$ cat src/rtl/ro_entropy_packer.sv
`default_nettype none
// ============================================================================
// Module   : ro_entropy_packer
// Brief    : Synchronises a bank of free-running ring oscillators, XOR-combines
//            them into one raw bit per enabled cycle, runs a repetition-count
//            health test, optionally debiases (von Neumann) and packs the bits
//            into WORD_WIDTH words on a valid/ready output.
// Revision : 1.0 - initial release
// ============================================================================
module ro_entropy_packer #(
  parameter int NUM_RO      = 8,   // ring-oscillator inputs (>=1)
  parameter int SYNC_STAGES = 2,   // flops per RO synchroniser (>=2)
  parameter int WORD_WIDTH  = 32,  // output word width (>=2)
  parameter int DEBIAS      = 1,   // 1 = von Neumann corrector in path
  parameter int REP_LIMIT   = 34   // identical raw bits that trip health test
) (
  input  logic                  clock,
  input  logic                  reset,
  input  logic                  enable,
  input  logic [NUM_RO-1:0]     ro_in,
  output logic [WORD_WIDTH-1:0] word_out,
  output logic                  word_valid,
  input  logic                  word_ready,
  output logic                  health_fail,
  input  logic                  health_clear,
  output logic [15:0]           drop_count
);

  // --------------------------------------------------------------------------
  // Constants
  // --------------------------------------------------------------------------
  localparam int RUN_W = $clog2(REP_LIMIT + 1);
  localparam int CNT_W = $clog2(WORD_WIDTH);

  localparam logic [RUN_W-1:0] c_RUN_MAX  = RUN_W'(REP_LIMIT);
  localparam logic [RUN_W-1:0] c_RUN_ONE  = RUN_W'(1);
  localparam logic [CNT_W-1:0] c_CNT_LAST = CNT_W'(WORD_WIDTH - 1);
  localparam logic [CNT_W-1:0] c_CNT_ONE  = CNT_W'(1);
  localparam logic [15:0]      c_DROP_MAX = 16'hFFFF;

  // --------------------------------------------------------------------------
  // Synchroniser and raw XOR stage
  // --------------------------------------------------------------------------
  // Index 0 is the newest sample, SYNC_STAGES-1 the fully synchronised one.
  logic [SYNC_STAGES-1:0][NUM_RO-1:0] sync_q;
  logic                               raw_bit_q;
  logic                               raw_valid_q;

  // Shift every RO line through its synchroniser chain on every cycle.
  always_ff @(posedge clock or posedge reset) begin
    if (reset) begin
      sync_q <= '0;
    end else begin
      sync_q <= {sync_q[SYNC_STAGES-2:0], ro_in};
    end
  end

  // Combine the synchronised bank into one raw bit when sampling is enabled.
  always_ff @(posedge clock or posedge reset) begin
    if (reset) begin
      raw_bit_q   <= 1'b0;
      raw_valid_q <= 1'b0;
    end else begin
      raw_valid_q <= enable;
      if (enable) begin
        raw_bit_q <= ^sync_q[SYNC_STAGES-1];
      end
    end
  end

  // --------------------------------------------------------------------------
  // Repetition-count health test (on the raw stream, before debias)
  // --------------------------------------------------------------------------
  logic [RUN_W-1:0] run_q, run_d;
  logic             prev_q, prev_d;
  logic             fail_q, fail_d;

  // Track the current run length; a clear discards the bit of its cycle.
  always_comb begin
    run_d  = run_q;
    prev_d = prev_q;
    fail_d = fail_q;
    if (health_clear) begin
      run_d  = '0;
      fail_d = 1'b0;
    end else if (raw_valid_q) begin
      prev_d = raw_bit_q;
      // run_q == 0 means no previous bit since reset or clear
      if ((run_q != '0) && (raw_bit_q == prev_q)) begin
        if (run_q != c_RUN_MAX) begin
          run_d = run_q + c_RUN_ONE;
        end
      end else begin
        run_d = c_RUN_ONE;
      end
      if (run_d == c_RUN_MAX) begin
        fail_d = 1'b1;
      end
    end
  end

  // Health-test state register.
  always_ff @(posedge clock or posedge reset) begin
    if (reset) begin
      run_q  <= '0;
      prev_q <= 1'b0;
      fail_q <= 1'b0;
    end else begin
      run_q  <= run_d;
      prev_q <= prev_d;
      fail_q <= fail_d;
    end
  end

  // A raw bit reaches the corrector/packer only if it is valid, not discarded
  // by a clear and the source is currently healthy.
  logic w_bit_ok;
  assign w_bit_ok = raw_valid_q & ~health_clear & ~fail_q;

  // --------------------------------------------------------------------------
  // Bias corrector
  // --------------------------------------------------------------------------
  logic w_emit_valid;
  logic w_emit_bit;

  generate
    if (DEBIAS != 0) begin : g_debias
      localparam logic [0:0] c_PAIR_A = 1'b0;
      localparam logic [0:0] c_PAIR_B = 1'b1;

      logic [0:0] state_q, state_d;
      logic       a_q, a_d;

      // Pair-tracking state and the held first bit of the pair.
      always_ff @(posedge clock or posedge reset) begin
        if (reset) begin
          state_q <= c_PAIR_A;
          a_q     <= 1'b0;
        end else begin
          state_q <= state_d;
          a_q     <= a_d;
        end
      end

      // Alternate between first and second bit of a pair; unhealthy forces A.
      always_comb begin
        state_d = state_q;
        a_d     = a_q;
        if (fail_q) begin
          state_d = c_PAIR_A;
        end else if (w_bit_ok) begin
          case (state_q)
            c_PAIR_A: begin
              state_d = c_PAIR_B;
              a_d     = raw_bit_q;
            end
            default: begin
              state_d = c_PAIR_A;
            end
          endcase
        end
      end

      // Emit the first bit of an unequal pair; equal pairs are discarded.
      always_comb begin
        w_emit_valid = 1'b0;
        w_emit_bit   = a_q;
        if (w_bit_ok && (state_q == c_PAIR_B) && (a_q != raw_bit_q)) begin
          w_emit_valid = 1'b1;
        end
      end
    end else begin : g_raw
      assign w_emit_valid = w_bit_ok;
      assign w_emit_bit   = raw_bit_q;
    end
  endgenerate

  // --------------------------------------------------------------------------
  // Packer, one-deep pending buffer and output register
  // --------------------------------------------------------------------------
  logic [WORD_WIDTH-1:0] shift_q, shift_d;
  logic [CNT_W-1:0]      count_q, count_d;
  logic [WORD_WIDTH-1:0] pend_word_q, pend_word_d;
  logic                  pend_q, pend_d;
  logic [WORD_WIDTH-1:0] word_q, word_d;
  logic                  valid_q, valid_d;
  logic [15:0]           drop_q, drop_d;

  logic [WORD_WIDTH-1:0] w_full_word;
  logic                  w_complete;

  // First bit of a word lands at the MSB once WORD_WIDTH bits have shifted in.
  assign w_full_word = {shift_q[WORD_WIDTH-2:0], w_emit_bit};
  assign w_complete  = w_emit_valid && (count_q == c_CNT_LAST);

  // Route completed words to the output, the pending slot, or drop them.
  always_comb begin
    shift_d     = shift_q;
    count_d     = count_q;
    pend_word_d = pend_word_q;
    pend_d      = pend_q;
    word_d      = word_q;
    drop_d      = drop_q;
    // A transfer this cycle frees the output register
    valid_d     = valid_q & ~word_ready;

    // The pending word takes a freed output before any same-edge completion
    if (pend_q && !valid_d) begin
      word_d  = pend_word_q;
      valid_d = 1'b1;
      pend_d  = 1'b0;
    end

    if (w_complete) begin
      if (!valid_d) begin
        word_d  = w_full_word;
        valid_d = 1'b1;
        count_d = '0;
      end else if (!pend_d) begin
        pend_word_d = w_full_word;
        pend_d      = 1'b1;
        count_d     = '0;
      end else if (drop_q != c_DROP_MAX) begin
        // Both slots full: the completing bit is lost, partial word kept
        drop_d = drop_q + 16'd1;
      end
    end else if (w_emit_valid) begin
      shift_d = w_full_word;
      count_d = count_q + c_CNT_ONE;
    end

    // An unhealthy source restarts word assembly from scratch
    if (fail_q) begin
      count_d = '0;
    end
  end

  // Packer, pending and output registers.
  always_ff @(posedge clock or posedge reset) begin
    if (reset) begin
      shift_q     <= '0;
      count_q     <= '0;
      pend_word_q <= '0;
      pend_q      <= 1'b0;
      word_q      <= '0;
      valid_q     <= 1'b0;
      drop_q      <= '0;
    end else begin
      shift_q     <= shift_d;
      count_q     <= count_d;
      pend_word_q <= pend_word_d;
      pend_q      <= pend_d;
      word_q      <= word_d;
      valid_q     <= valid_d;
      drop_q      <= drop_d;
    end
  end

  assign word_out    = word_q;
  assign word_valid  = valid_q;
  assign health_fail = fail_q;
  assign drop_count  = drop_q;

endmodule
`default_nettype wire
$ cat config.mk
export PLATFORM = sky130hd
export DESIGN_NAME = ro_entropy_packer
export DESIGN_NICKNAME = d
export VERILOG_FILES = /design/src/rtl/ro_entropy_packer.sv
export SDC_FILE = /design/constraint.sdc
export NUM_CORES = 1
export LEC_CHECK = 0
export ABC_AREA = 1
export CORE_UTILIZATION = 59
export CTS_BUF_LIST = sky130_fd_sc_hd__clkbuf_4 sky130_fd_sc_hd__clkbuf_8
export DETAILED_ROUTE_END_ITERATION = 12
export GPL_ROUTABILITY_DRIVEN = 0
export PLACE_DENSITY = 0.81
export RECOVER_POWER = 25
export SLEW_MARGIN = 20
export SYNTH_ARGS = -nofsm -noshare
export SYNTH_HDL_FRONTEND = slang
export SYNTH_SLANG_ARGS = --single-unit
$ cat constraint.sdc
create_clock -name clock -period 6.5 [get_ports clock]
set_input_delay 1.625 -clock clock [delete_from_list [all_inputs] [get_ports clock]]
set_output_delay 1.625 -clock clock [all_outputs]
set_load 0.005 [all_outputs]
### After elaboration in Yosys (flattened, before gate mapping)

Index checks and enable logic that the tools add are counted.

* bitwise gates (word level): 9
* mux-type cells: 26
* shift-type cells: 0
* divide/modulo/power cells: 0
* eq/ne operators: 7
* reduce and logical (&&, ||, !) cells: 19
* multiply operators: 0
* magnitude comparators: 0
* $add $sub $neg: 3

Operator list (count)
* $mux 32: 3
* $mux 6: 6
* $mux 5: 5
* $add 16x1->16 const B: 1
* $ne 16x16->1 const B: 1
* $mux 1: 12
* $reduce_and 2->1: 4
* $reduce_xor 8->1: 1
* $add 6x1->6 const B: 1
* $eq 6x6->1 const B: 1
* $ne 6x6->1 const B: 1
* $not 1->1: 6
* $reduce_and 3->1: 2
* $reduce_bool 2->1: 3
* $reduce_bool 6->1: 1
* $add 5x1->5 const B: 1
* $eq 5x5->1 const B: 1
* $logic_and 1x1->1: 5
* $ne 4x4->1 const B: 1
* $reduce_and 4->1: 1
* $and 1x1->1: 3
* $reduce_bool 3->1: 1
* $eq 1x1->1: 1
* $logic_not 1->1: 1
* $ne 1x1->1: 1

* output and inout bits: 50
* flip-flop bits (word level): 146
* memories kept: 0
* memory bits (writable): 0
* bits in latches: 0
* bits of input ports: 13
* bits in read-only memories: 0
* logic and storage cells: 80

### Depth between registers and ports, before layout

Gate-level depths: netlist of the first run.

* depth after elaboration: 9
* depth in mapped cells: 11

### Worst setup path after synthesis of the first run

No wires, ideal clock.

* kind: input to register
* from: input health_clear
* to: register pend_word_q[0]
* required time: 6.382 ns
* path slack: 3.835 ns
* cell stages on the path: 9
* buffers on the path: 1
* data arrival time: 2.547 ns
* cell sequence: inv_2 > nand2_1 > nor2_2 > nand3_2 > nor2_4 > nand2_4 > buf_6 > nand2_1 > o21ai_2

* cells in the longest elaborated chain, start to end: 8

RTL lines
* start: declaration: RTL line 25 `input logic health_clear,`
* $not 1->1 (no source line)
* $and 1x1->1 (2 in series): RTL line 118 `assign w_bit_ok = raw_valid_q & ~health_clear & ~fail_q;`
* $logic_and 1x1->1 (2 in series): RTL line 168 `if (w_bit_ok && (state_q == c_PAIR_B) && (a_q != raw_bit_q)) begin`
* $mux 1: RTL line 168
* $logic_and 1x1->1: RTL line 194 `assign w_complete = w_emit_valid && (count_q == c_CNT_LAST);`
* $reduce_and 3->1 (no source line)
* end signal: assignment: RTL line 251 `pend_word_q <= pend_word_d;`
* end: declaration: RTL line 183 `logic [WORD_WIDTH-1:0] pend_word_q, pend_word_d;`

Every way passes these cells.
A chain may end at the register's enable or synchronous reset.

### Final worst setup path of the first run

* from: input health_clear
* to: register shift_q[30]

* cells in the longest elaborated chain, start to end: 9

RTL lines
* $not 1->1 (no source line) (*)
* $and 1x1->1 (*) (2 in series): RTL line 118
* $logic_and 1x1->1 (*) (2 in series): RTL line 168
* $mux 1 (*): RTL line 168
* $logic_and 1x1->1: RTL line 194
* $not 1->1 (no source line)
* $reduce_and 2->1 (no source line) (*)
* end signal: assignment: RTL line 249 `shift_q <= shift_d;`
* end: declaration: RTL line 181 `logic [WORD_WIDTH-1:0] shift_q, shift_d;`

Every way passes the cells marked *; elsewhere a longest branch is shown, timed or not.

==> results of run 1 <==
-- flip-flops by register name, indices dropped and copies added, names as in the netlist, 5 cells and up --
register     cells
count_q          5
pend_word_q     32
word_out        32
sync_q          16
drop_count      16
run_q            6
shift_q         31
-- final cells by class --
type | instances | area, um2
clock inverter | 11 | 128.9
multi-input combinational | 496 | 2416
sequential | 146 | 3654
tap | 140 | 175.2
timing repair buffer | 66 | 650.6
fill | 820 | 3224
inverter | 70 | 267.8
clock buffer | 21 | 276.5
-- layout by cell type (no fill, tap or decap), drive strengths merged, types with 5 or more instances in the layout --
| master | synthesis | layout |
|---|---|---|
| nand4 | 9 | 9 |
| dfrtp | 146 | 146 |
| clkinvlp | 0 | 5 |
| clkdlybuf4s50 | 0 | 51 |
| dlygate4sd3 | 0 | 11 |
| ha | 6 | 6 |
| nand2 | 245 | 245 |
| nand3 | 57 | 57 |
| xnor2 | 8 | 8 |
| xor2 | 11 | 11 |
| nor2 | 29 | 29 |
| clkbuf | 9 | 21 |
| o21ai | 116 | 116 |
| inv | 70 | 72 |
-- worst max-delay path by stage --
stage	startpoint	endpoint	slack (ps)	depth (start not counted)
5_1_grt	health_clear	shift_q[15]$_DFFE_PP0P_	2710	8
4_1_cts	health_clear	shift_q[30]$_DFFE_PP0P_	3190	8
3_5_place_dp	health_clear	shift_q[30]$_DFFE_PP0P_	2730	8
3_3_place_gp	health_clear	shift_q[13]$_DFFE_PP0P_	2870	8
6_report	health_clear	shift_q[30]$_DFFE_PP0P_	2920	8
2_1_floorplan	reset	count_q[0]$_DFFE_PP0P_	950	1
-- through the flow --
stage	cell area (um2)	power [W]
floorplan	6534	0.001079
global placement	7166	0.001104
detailed placement	7166	0.001116
CTS	7571	0.001829
global route	7569	0.001891
finish	7569	0.001816
-- where the power goes --
group          switching, W  leakage [nW]  internal [W]
Clock              0.000350         0.192      0.000372
Sequential        0.0000262          1.95      0.000943
Combinational     0.0000839          1.36     0.0000418
-- cell families (layout without fill, tap and decap cells) --
kind of cell / Yosys count / after routing / synth area share [%]
DFF: 146 / 146 / 55.92
AOI/OAI and AO/OA: 122 / 122 / 10.70
adders and majority gates: 6 / 6 / 1.149
and+or+nand+nor: 349 / 349 / 22.62
buffers and inverters: 100 / 168 / 7.066
xor gates and xnor gates: 19 / 19 / 2.547
-- metal layers --
metal	wire length, um	share of wire, %	vias to the layer above
li1	-	-	2478
met1	5900	44	2450
met4	218	1.6	0
met2	6588	50	133
met3	565	4.3	21
met5	0	0	-
==> summary.md, run 1 <==
| Metric | Value |
|---|---|
| CTS tree | done |
| R2r startpoint | count_q[0]$_DFFE_PP0P_ |
| Detailed placement HPWL | 8.252 mm |
| R2R Setup Slk | 4080 ps |
| Hold Path End | sync_q[9]$_DFF_PP0_ |
| Clk_skew | 11.48 ps |
| Drt total wl | 13.27 mm |
| Die Y-Extent | 107.2 um |
| R2R depth | 6 |
| Global route total overflow | 0 |
| RSZ-0062 raised after global routing | no |
| Leakage | 3.506 nW |
| Commonest cells post-synth | 242 x nand2_1, 146 x dfrtp_1, 67 x inv_1, 54 x nand3_1, 50 x o21ai_1 |
| Post_cts resized | 0 |
| Iteration-0 DRC Markers | 291 |
| Final period util | 55.05% |
| Max-slew violations | 0 |
| Post-synth ARST share | 100.0% |
| WP data arrival | 3920 ps |
| Inserted Clock Buffers | 17 |
| Syn avg cell area | 8.806 um2 |
| GRT met3 Usage | 5.350% |
| Busiest layer in global routing | met2 |
| Global-route wire length before repair | 22.76 mm |
| Setup_tns | 0 ps |
| DRT antenna net count | 0 |
| Core area | 10,790 um2 |
| Top cell by count, worst path | nand2_1 |
| Ys flop type | dfrtp_1 |
| Worst path required time | 6840 ps |
| Highest-delay cell along the critical path | nand2_2 |
| Cell family with most CP delay | simple AND/OR/NAND/NOR gates |
| Pre-antenna DRT Iters | 5 |
| CP max stage delay | 580 ps |
| Maximum achievable frequency | 279.5 MHz |
| Hold Path Depth | 0 |
| Max VDD drop | 0.1410 mV |
| Startpoint class of the critical path | primary input |
| Synth Register Bits | 146 |
| Residual DRC count | 0 |
| Placed Cells | 918 |
| Count leader, synth | nand2_1 |
| Die area | 11,500 um2 |
| CP bufs+invs | 3 |
| Initial antenna violation count | 0 |
| Top cells by area, synth | dfrtp_1 56%, nand2_1 14%, nand3_1 4.1% |
| Via count | 5,082 |
| Post-synth EDFFs | 0 |
| Crit end category | register |
| Cells after Synth | 742 |
| Area Growth Syn to Fin | 15.84% |
| Worst hold margin | 350.5 ps |
| Crit-path cells | dlygate4sd3_1 > inv_1 > nand2_1 > nor2_1 > nand2_1 > inv_2 > nand2_2 > o21ai_0 |
| Status | complete, no violations |
| Crit path kind | primary input to register |
| Max cap viols | 0 |
| CTS Buffer Depth | 2 |
| Initial Utilization | 60.54% |
| Setup Buffers After CTS | 0 |
| Rows | 38 |
| Mapped cell area | 6534 um2 |
| Final Hold Violating Endpoints | 0 |
| Pin count of the biggest net entering global routing | 99 |
| PortBufs | 62 |
| Endpoints failing setup | 0 |
| Clock-pin slew on the worst setup and hold paths | 80 ps |
| Sequential cell area fraction in the yosys report | 55.92% |
| Worst slew margin | 31.25% |
| Root Buffer | clkbuf_8 |
| Yosys warns | 0 |
| Synth top area share | 55.92% |
| Final std cells w/o fill | 950 |
| CTS H-tree lvls | 4 |
| Library cells used by synthesis | 32 |
| Chip Width | 107.2 um |
| Mean routed wirelength per cell | 13.97 um |
| Util after Layout | 70.13% |
| Met2 global-route usage | 42.63% |
| Synthesized Nets | 761 |
| Worst slew pin tran | 1028 ps |
| Synth area leader | dfrtp_1 |
| Layout cells sized above 1 | 8.765% |
| Total track usage | 25.57% |
| I/O Pins | 63 |
| RR Endpoint | shift_q[30]$_DFFE_PP0P_ |
| Beginning of the worst hold path | sync_q[1]$_DFF_PP0_ |
| Met1 Use GR | 32.63% |
| Fin crit period | 3578 ps |
| Dpl ws | 2734 ps |
| Antenna cells | 0 |
| Via/cell ratio | 5.349 |
| Crit-path max FO | 62 |
| Clk sinks | 146 |
| Worst setup margin | 2922 ps |
| Vias in the first global route | 4,916 |
| # hold bufs at CTS | 0 |
| Worst-Skew Late Latency | 450 ps |
| Layout Nets | 816 |
| PD cells | 240.0 nW/um2 |
| Min-delay worst type | register to register |
No activity file was read; power rests on OpenSTA's default activity.
==> run 2, diff against run 1 <==
==> constraint.sdc (replaced) <==
create_clock -name clock -period 3.3 [get_ports clock]
set_input_delay 0.825 -clock clock [delete_from_list [all_inputs] [get_ports clock]]
set_output_delay 0.825 -clock clock [all_outputs]
set_load 0.005 [all_outputs]
==> run 2 against run 1 <==
Against the previous run:
- cell count up 0.63%
- power up 96%
- clock power up 94%
- register-to-register slack worse by 3000 ps
- critical endpoint is now word_out[2]$_DFF_PP0_
- critical path type is now primary input to async pin
- die area unchanged
- non-clock buffer count up 6
==> summary.md, run 2 (synthesized netlist as in run 1, its figures left out) <==
| Metric | Value |
|---|---|
| Layout Nets | 822 (was 816) |
| Switch share | 25.45% (was 25.32%) |
| Power share of the clock group | 39.2% (was 39.7%) |
| Initial antenna violation count | 0 (unchanged) |
| Iteration-0 DRC Markers | 297 (was 291) |
| Detailed placement HPWL | 8.462 mm (was 8.252 mm) |
| I/O Pins | 63 (unchanged) |
| Clock-pin slew on the worst setup and hold paths | 80 ps (about the same) |
| Global-route wire length before repair | 22.22 mm (was 22.76 mm) |
| Most common cell after layout, fill and taps aside | nand2_1 (unchanged) |
| Worst-Skew Late Latency | 430 ps (was 450 ps) |
| Max-slew violations | 0 (unchanged) |
| Most frequent cells in the layout | 242 x nand2_1, 146 x dfrtp_1, 67 x inv_1 (unchanged) |
| Drt total wl | 12.83 mm (was 13.27 mm) |
| Clk_skew | 11.71 ps (was 11.48 ps) |
| Endpoints failing setup | 0 (unchanged) |
| Sw Pwr | 0.0009071 W (was 0.0004599 W) |
| Global route total overflow | 0 (unchanged) |
| Root Buffer | clkbuf_8 (unchanged) |
| # hold bufs at CTS | 0 (unchanged) |
| Setup_tns | 0 ps (unchanged) |
| CTS H-tree lvls | 4 (unchanged) |
| Worst slew pin tran | 1170 ps (was 1028 ps) |
| Status | complete, no violations (unchanged) |
| DRT antenna net count | 0 (unchanged) |
| Max VDD drop | 0.2810 mV (was 0.1410 mV) |
| Placed Instance Area | 7247 um2 (was 7166 um2) |
| Post_cts resized | 0 (unchanged) |
| CTS Buffer Depth | 2 (unchanged) |
| Total track usage | 24.66% (was 25.57%) |
| Leakage | 3.557 nW (was 3.506 nW) |
| Sequential Power Share | 53.6% (was 53.4%) |
| Worst slew margin | 21.98% (was 31.25%) |
| Max cap viols | 0 (unchanged) |
| Clk sinks | 146 (unchanged) |
| Crit end category | async pin (was register) |
| Pre-antenna DRT Iters | 5 (unchanged) |
| CTS tree | done (unchanged) |
| Fin crit period | 2403 ps |
| Initial Utilization | 60.54% (unchanged) |
| RSZ-0062 raised after global routing | no (unchanged) |
| Worst path required time | 3660 ps (was 6840 ps) |
| Final period util | 72.82% |
| Vias in the first global route | 4,975 (was 4,916) |
| Dpl ws | 541.6 ps (was 2734 ps) |
| Worst setup margin | 897.0 ps (was 2922 ps) |
| Pin count of the biggest net entering global routing | 90 (was 99) |
| Inserted Clock Buffers | 17 (unchanged) |
| PortBufs | 62 (unchanged) |
| Worst hold margin | 353.7 ps (was 350.5 ps) |
| Residual DRC count | 0 (unchanged) |
| Crit-path max FO | 89 (was 62) |
| Via count | 5,091 (was 5,082) |
| Core area | 10,790 um2 (unchanged) |
| Chip Width | 107.2 um (unchanged) |
| Final Cell Area | 7640 um2 (was 7569 um2) |
| PD cells | 466.6 nW/um2 (was 240.0 nW/um2) |
| P_int | 0.002658 W (was 0.001356 W) |
| Antenna cells | 0 (unchanged) |
| Logic gate share of total power | 7.2% (was 6.9%) |
| Via/cell ratio | 5.325 (was 5.349) |
| Final Hold Violating Endpoints | 0 (unchanged) |
| Maximum achievable frequency | 416.1 MHz |
| Min-delay worst type | register to register (unchanged) |
| Layout cells sized above 1 | 9.559% (was 8.765%) |
| Rows | 38 (unchanged) |
| Die area | 11,500 um2 (unchanged) |
| Setup Buffers After CTS | 0 (unchanged) |
| Crit path kind | primary input to async pin (was primary input to register) |
| Startpoint class of the critical path | primary input (unchanged) |
| Die Y-Extent | 107.2 um (unchanged) |
| Area Growth Syn to Fin | 16.93% (was 15.84%) |
| WP data arrival | 2760 ps (was 3920 ps) |
| Mean routed wirelength per cell | 13.42 um (was 13.97 um) |
run 2: area by class of cell:
| class | count | area [um2] |
|---|---|---|
| flip-flops and latches | 146 | 3654 |
| clock buffers | 19 | 255.2 |
| clock inverters | 13 | 152.6 |
| well taps | 140 | 175.2 |
| fillers | 822 | 3153 |
| inverters | 70 | 264.0 |
| repair buffers | 72 | 720.7 |
| multi-input cells | 496 | 2419 |
run 2: stage by stage:
stage          std cells  power, W  util, %
2_1_floorplan        742  0.002126        -
3_3_place_gp         924  0.002187    67.15
3_5_place_dp         924  0.002207    67.15
4_1_cts              956  0.003597    70.93
5_1_grt              956  0.003724    70.79
6_report             956  0.003565    70.79
run 2: per-layer routing:
layer,vias up,track usage [%],part of all wire (%)
li1,2507,-,-
met1,2424,31.97,44
met3,14,5.593,4.8
met4,0,7.339,0.94
met5,-,0,0
met2,146,41.52,50
run 2: power groups by stage:
stage               registers [W]  logic [W]  clock network, W
CTS                       0.00191   0.000265           0.00142
global placement          0.00194   0.000251                 0
detailed placement        0.00194   0.000264                 0
floorplan                 0.00193   0.000195                 0
finish                    0.00191   0.000258           0.00140
global route              0.00192   0.000294           0.00151
run 2: final timing paths:
path / from / endpoint / slack, ps / cells past startpoint
max in group clock: health_clear / pend_word_q[0]$_DFFE_PP0P_ / 940 / 10
min: sync_q[3]$_DFF_PP0_ / sync_q[11]$_DFF_PP0_ / 350 / 0
max reg2reg: count_q[0]$_DFFE_PP0P_ / pend_word_q[0]$_DFFE_PP0P_ / 1080 / 9
min reg2reg: sync_q[3]$_DFF_PP0_ / sync_q[11]$_DFF_PP0_ / 350 / 0
min in group asynchronous: reset / shift_q[23]$_DFFE_PP0P_ / 850 / 2
max: reset / word_out[2]$_DFF_PP0_ / 900 / 3
run 2: critical path, stage by stage:
cell and delay (ps):
dlygate4sd3_1 540, clkinvlp_2 340, clkbuf_4 980
